### config.mk
export PLATFORM = sky130hd
export DESIGN_NAME = hazard_controller
export DESIGN_NICKNAME = d
export VERILOG_FILES = /design/src/rtl/hazard_controller.sv
export SDC_FILE = /design/constraint.sdc
export NUM_CORES = 1
export LEC_CHECK = 0
export CAP_MARGIN = 5
export CELL_PAD_IN_SITES_DETAIL_PLACEMENT = 0
export CELL_PAD_IN_SITES_GLOBAL_PLACEMENT = 1
export CORE_MARGIN = 3
export CORE_UTILIZATION = 36
export DETAILED_ROUTE_END_ITERATION = 6
export GPL_TIMING_DRIVEN = 0
export PLACE_DENSITY_LB_ADDON = 0.15
export RECOVER_POWER = 100
export SLEW_MARGIN = 20
export SYNTH_ARGS = -nofsm -noshare
export SYNTH_HDL_FRONTEND = slang
export SYNTH_SLANG_ARGS = --single-unit
### constraint.sdc
create_clock -name clk -period 6.75 [get_ports clk]
set_input_delay 1.35 -clock clk [delete_from_list [all_inputs] [get_ports clk]]
set_output_delay 1.35 -clock clk [all_outputs]
set_load 0.01 [all_outputs]
### src/rtl/hazard_controller.sv
// Pipeline hazard controller: operand bypass selects, load-use interlock,
// branch flush, data-memory wait FSM with timeout, and a stall counter.
module hazard_controller #(
    parameter int MEM_TIMEOUT = 255,
    parameter int CNT_W       = 32
) (
    input  logic             clk,
    input  logic             rst,
    input  logic [4:0]       rs1_d,
    input  logic [4:0]       rs2_d,
    input  logic             rs1_used_d,
    input  logic             rs2_used_d,
    input  logic [4:0]       rs1_e,
    input  logic [4:0]       rs2_e,
    input  logic [4:0]       rd_e,
    input  logic [1:0]       result_src_e,
    input  logic             reg_write_e,
    input  logic             reg_write_m,
    input  logic             reg_write_w,
    input  logic [4:0]       rd_m,
    input  logic [4:0]       rd_w,
    input  logic             pc_src_e,
    input  logic             mem_req_m,
    input  logic             mem_ack,
    output logic [1:0]       forward_a_e,
    output logic [1:0]       forward_b_e,
    output logic             stall_f,
    output logic             stall_d,
    output logic             stall_e,
    output logic             stall_m,
    output logic             flush_d,
    output logic             flush_e,
    output logic             flush_w,
    output logic             mem_busy,
    output logic             mem_err,
    output logic [CNT_W-1:0] stall_cycles
);

    // Wait counter only needs to reach MEM_TIMEOUT-1; the edge that would
    // take it to MEM_TIMEOUT moves the FSM into ERROR instead.
    localparam int            WCW  = (MEM_TIMEOUT < 2) ? 1 : $clog2(MEM_TIMEOUT + 1);
    localparam logic [WCW-1:0] LAST = WCW'(MEM_TIMEOUT - 1);

    typedef enum logic [1:0] {
        S_IDLE     = 2'd0,
        S_MEM_WAIT = 2'd1,
        S_ERROR    = 2'd2
    } state_t;

    state_t           r_state;
    logic [WCW-1:0]   r_wait_cnt;
    logic             r_mem_err;
    logic [CNT_W-1:0] r_stall_cycles;

    logic w_lu;
    logic w_ms;

    // Bypass select for one Execute source: Memory result beats Writeback.
    function automatic logic [1:0] fwd_sel(input logic [4:0] rs);
        if (reg_write_m && (rd_m != 5'd0) && (rd_m == rs))
            return 2'b10;
        else if (reg_write_w && (rd_w != 5'd0) && (rd_w == rs))
            return 2'b01;
        else
            return 2'b00;
    endfunction

    // Hazard detection: load-use in Execute and memory stall from FSM state.
    always_comb begin
        w_lu = (result_src_e == 2'd1) && reg_write_e && (rd_e != 5'd0) &&
               ((rs1_used_d && (rs1_d == rd_e)) || (rs2_used_d && (rs2_d == rd_e)));
        case (r_state)
            S_IDLE:     w_ms = mem_req_m && !mem_ack;
            S_MEM_WAIT: w_ms = !mem_ack;
            S_ERROR:    w_ms = 1'b1;
            default:    w_ms = 1'b0;
        endcase
    end

    // Stall/flush priority: memory stall, then redirect, then load-use.
    // Everything is held low while reset is asserted.
    always_comb begin
        forward_a_e = 2'b00;
        forward_b_e = 2'b00;
        stall_f     = 1'b0;
        stall_d     = 1'b0;
        stall_e     = 1'b0;
        stall_m     = 1'b0;
        flush_d     = 1'b0;
        flush_e     = 1'b0;
        flush_w     = 1'b0;
        mem_busy    = 1'b0;
        if (!rst) begin
            forward_a_e = fwd_sel(rs1_e);
            forward_b_e = fwd_sel(rs2_e);
            mem_busy    = w_ms;
            if (w_ms) begin
                stall_f = 1'b1;
                stall_d = 1'b1;
                stall_e = 1'b1;
                stall_m = 1'b1;
                flush_w = 1'b1;
            end else if (pc_src_e) begin
                flush_d = 1'b1;
                flush_e = 1'b1;
            end else if (w_lu) begin
                stall_f = 1'b1;
                stall_d = 1'b1;
                flush_e = 1'b1;
            end
        end
    end

    // Memory FSM: a same-cycle ack in IDLE is a zero-wait access; ERROR is terminal.
    always_ff @(posedge clk or posedge rst) begin
        if (rst) begin
            r_state    <= S_IDLE;
            r_wait_cnt <= '0;
            r_mem_err  <= 1'b0;
        end else begin
            case (r_state)
                S_IDLE: begin
                    if (mem_req_m && !mem_ack) begin
                        r_state    <= S_MEM_WAIT;
                        r_wait_cnt <= '0;
                    end
                end
                S_MEM_WAIT: begin
                    if (mem_ack) begin
                        r_state <= S_IDLE;
                    end else if (r_wait_cnt == LAST) begin
                        r_state   <= S_ERROR;
                        r_mem_err <= 1'b1;
                    end else begin
                        r_wait_cnt <= r_wait_cnt + 1'b1;
                    end
                end
                S_ERROR: begin
                    r_mem_err <= 1'b1;
                end
                default: begin
                    r_state <= S_IDLE;
                end
            endcase
        end
    end

    // Saturating count of cycles in which fetch was held.
    always_ff @(posedge clk or posedge rst) begin
        if (rst)
            r_stall_cycles <= '0;
        else if (stall_f && (r_stall_cycles != {CNT_W{1'b1}}))
            r_stall_cycles <= r_stall_cycles + 1'b1;
    end

    assign mem_err      = r_mem_err;
    assign stall_cycles = r_stall_cycles;

endmodule

Word level (Yosys, flattened, before mapping) --
Index checks and enable logic that the tools add are counted.
Word-level totals: flip-flop bits (word level) 43, output and inout port bits 45
Operators by class: add/sub/neg operators 2, equality and inequality tests 16, mux-type cells 31, bitwise gates (word level) 1, reductions and logical operators 24
Operators by type and width (count):
- $add A32 B1 Y32 const B | 1
- $ne A32 B32 Y1 const B | 1
- $eq A5 B5 Y1 | 6
- $mux W8 | 3
- $mux W1 | 17
- $pmux W8 S2 | 1
- $reduce_bool A5 Y1 | 3
- $mux W2 | 7
- $logic_and A1 B1 Y1 | 13
- $add A8 B1 Y8 const B | 1
- $eq A8 B8 Y1 const B | 1
- $ne A2 B2 Y1 const B | 4
- $pmux W2 S3 | 1
- $reduce_and A3 Y1 | 2
- $eq A2 B1 Y1 const B | 2
- $reduce_and A4 Y1 | 1
- $reduce_bool A2 Y1 | 2
- $ne A3 B3 Y1 const B | 1
- $pmux W1 S3 | 1
- $eq A2 B2 Y1 const B | 1
- $logic_not A2 Y1 | 1
- $pmux W1 S2 | 1
- $logic_not A1 Y1 | 1
- $logic_or A1 B1 Y1 | 1
- $not A1 Y1 | 1

Longest topological paths before layout --
depth after elaboration 9, depth in mapped cells 8, gate-level depth less buffers 8

Least setup slack after synthesis --
No wires, ideal clock.
path type input -> output, from input port rst, to output port forward_a_e[0], data arrival time 3.390 ns, data required time 5.400 ns, slack 2.010 ns, stages 4, cells stage by stage inv_1 -> o211ai_1 -> or4_1 -> nor4_1
Between the ends: longest elaborated chain between the ends 1
RTL lines:
- start: declaration | RTL line 8 | input logic rst,
- $mux W2 | RTL line 93 | if (!rst) begin
- end: declaration | RTL line 25 | output logic [1:0] forward_a_e,
No other way between the ends.

Final worst setup path --
from input port rd_e[3], to output port stall_f
Between the ends: longest elaborated chain between the ends 8, elaborated cells on any way between the ends 12, those cells by class eq/ne: 2; mux: 4; reduce/logical: 6
RTL lines:
- start: declaration | RTL line 15 | input logic [4:0] rd_e,
- $eq A5 B5 Y1 | RTL line 71 | ((rs1_used_d && (rs1_d == rd_e)) || (rs2_used_d && (rs2_d == rd_e)));
- $logic_and A1 B1 Y1 | RTL line 71
- $logic_or A1 B1 Y1 | RTL line 71
- $logic_and A1 B1 Y1 * | RTL line 70 | w_lu = (result_src_e == 2'd1) && reg_write_e && (rd_e != 5'd0) &&
- $mux W1 * | RTL line 106 | end else if (w_lu) begin
- $mux W1 * | RTL line 103 | end else if (pc_src_e) begin
- $mux W1 * | RTL line 97 | if (w_ms) begin
- $mux W1 * | RTL line 93
- end: declaration | RTL line 27 | output logic stall_f,
Every way passes the cells marked *; elsewhere a longest branch is shown, timed or not.

==> impl_metrics.json <==
{
  "peakVddDrop_mv": 0.189,
  "dieArea_um2": 8100,
  "start_kind": "input pin",
  "rsz0062_at_grt": "no",
  "worstSetupEndpointType": "output pin",
  "cts_root_buffer": "clkbuf_8",
  "drtAntennaViolNets": 0,
  "yosys_warnings": 0,
  "wl_mm": 6.61,
  "worstReg2RegStart": "stall_cycles[0]$_DFFE_PP0P_",
  "cap_violations": 1,
  "min-delay-start": "mem_err$_DFFE_PP0P_",
  "vias": 2261,
  "fill_cells": 632,
  "post_cts_resize_count": 0,
  "yosysTopAreaCell": "dfrtp_1",
  "setup_ws_ns": 1.00,
  "cts_setup_buffers": 0,
  "avgSynthCellArea_um2": 9.89,
  "max_freq_mhz": 174,
  "holdBufCountCts": 0,
  "gr-usage-all-layers_pct": 17.1,
  "insertion_delay_ns": 0.29,
  "crit_start": "rd_e[3]",
  "cts_buffers": 5,
  "portBuffers": 91,
  "die-width_um": 90.0,
  "fin_nets": 406,
  "routed_via_density": 5.02,
  "synth-seq-cells": 43,
  "clock-sinks": 43,
  "synthToLayoutAreaGrowth_pct": 43.3,
  "max-slew-margin-rel_pct": -6.94,
  "violations": "capacitance limit, slew limit",
  "power_density_nw_per_um2": 174,
  "synthTopCellsByArea": "dfrtp_1, xnor2_1, xor2_1",
  "overflow": 0,
  "grt_pass1_wl_mm": 11.6,
  "ys_seq_area_share_pct": 42.3,
  "yosysMostFrequentCell": "dfrtp_1",
  "path_max_fanout": 5,
  "synth_area_um2": 2540,
  "antenna_found_initial": 0,
  "worstSetupPathType": "input pin to output pin",
  "avgRoutedWirePerCell_um": 14.7,
  "place_area_um2": 3590,
  "power_uw": 633,
  "start_util_pct": 38.5,
  "htree_levels": 2,
  "final-max-slew-violation-count": 32,
  "setup-tns-final_ns": 0,
  "place_congestion": 0.816,
  "drt_first_pass_iters": 4,
  "diodes": 0,
  "drc": 0,
  "leakagePower_nw": 1.58,
  "arrival_ns": 4.40,
  "fin_skew_ns": 0.00403,
  "synth_commonest_cells": "dfrtp_1, xnor2_1, xor2_1",
  "final_area_um2": 3640,
  "drive_gt1_share_pct": 4.76,
  "place_worst_setup_slack_ns": 1.58,
  "ys.flop_type": "dfrtp_1",
  "row_count": 29,
  "hold_class": "flip-flop to flip-flop",
  "hpwl_mm": 5.03,
  "core_um2": 6600,
  "synth_edf_count": 0,
  "grt_max_degree": 32,
  "grt_pass1_vias": 2433,
  "async_reset_ff_share_pct": 100,
  "synth_cells": 257,
  "worstMarginPinSlew_ns": 1.60,
  "syn_nets": 307,
  "synth.distinct_cells": 36,
  "synth_top_area_share_pct": 42.3,
  "finalCriticalPeriod_ns": 5.75,
  "die_h_um": 90.0,
  "critical_path_required_ns": 5.40,
  "clockBufferDepth": 2,
  "setup_violations": 0,
  "finalCritPeriodShare_pct": 85.2,
  "first_iter_violations": 49,
  "cts.reportedPaths.clkPinSlew_ns": 0.08,
  "io_pins": 92,
  "cts_tree": "built",
  "status": "complete, but fails checks",
  "hold_slack_ns": 0.477,
  "hold_viol_final": 0
}
-- state kept, by name, indices dropped and copies added, names as in the netlist --
name,cells
mem_err,1
r_state,2
r_wait_cnt,8
stall_cycles,32
-- critical path: stages --
cell and delay (ns):
dlygate4sd3_1 0.59, xor2_1 0.18, nor4_1 0.35, a32oi_1 0.20, o41ai_1 0.89, buf_4 0.23, dlygate4sd3_1 0.61
-- layer usage --
metal / part of all wire (%) / vias up / track usage, % / wire [um]
li1: - / 1100 / - / -
met1: 48 / 1065 / 23.5 / 3170
met2: 44 / 90 / 25.9 / 2910
met3: 7.0 / 6 / 5.09 / 461
met4: 1.1 / 0 / 4.97 / 74
met5: 0 / - / 0 / 0
-- worst paths after layout --
kind                                           endpoint  slack (ns)  cells past startpoint
setup / recovery                                stall_f         1.0                      7
hold / removal                      mem_err$_DFFE_PP0P_        0.48                      1
setup reg to reg           stall_cycles[13]$_DFFE_PP0P_        4.30                      8
hold reg to reg                     mem_err$_DFFE_PP0P_        0.48                      1
max in group asynchronous   stall_cycles[0]$_DFFE_PP0P_        3.23                      3
min in group asynchronous           mem_err$_DFFE_PP0P_        1.64                      2
-- layout by cell type, fill, tap and decap left out, types with 2 or more instances in the layout --
cell type	instances
nand2b_1	2
o21ai_0	4
xnor2_1	41
buf_4	4
nand2_1	17
or3_1	2
nor4_1	8
nand4_1	19
dlygate4sd3_1	48
and4_1	3
and2_1	6
nor3_1	2
and3_1	11
clkbuf_1	6
dfrtp_1	43
inv_1	5
or2_2	2
a21oi_1	2
nor2_1	16
nand3_1	20
or4_1	5
xor2_1	24
clkdlybuf4s50_1	43
clkbuf_8	7
ha_1	3
-- where the power goes --
| group | internal (mW) | leakage (nW) | switching, mW |
|---|---|---|---|
| Sequential | 0.276 | 0.584 | 0.0280 |
| Clock | 0.0931 | 0.0505 | 0.0877 |
| Combinational | 0.0819 | 0.945 | 0.0655 |
-- per-stage QoR --
| stage | instances | util, % |
|---|---|---|
| floorplan | 257 | - |
| global placement | 441 | 54.0 |
| detailed placement | 442 | 54.4 |
| CTS | 450 | 56.0 |
| global route | 450 | 55.2 |
| finish | 450 | 55.2 |
-- cell type report --
type | count | area [um^2] | share of cell area [%]
repair buffers | 92 | 915 | 25.1
clock inverters | 1 | 7.51 | 0.206
flip-flops and latches | 43 | 1080 | 29.5
clock buffers | 7 | 96.3 | 2.65
inverters | 5 | 18.8 | 0.515
well taps | 93 | 116 | 3.19
multi-input cells | 200 | 1360 | 37.4
plain buffers | 9 | 48.8 | 1.34
-- cell families after synthesis --
group | synth area share, %
AOI/OAI and AO/OA | 4.78
xor gates and xnor gates | 22.4
adders and majority gates | 1.48
buffers and inverters | 3.25
DFF | 42.3
muxes | 0.886
and+or+nand+nor | 24.9
Power figures use the tool's default switching activity.
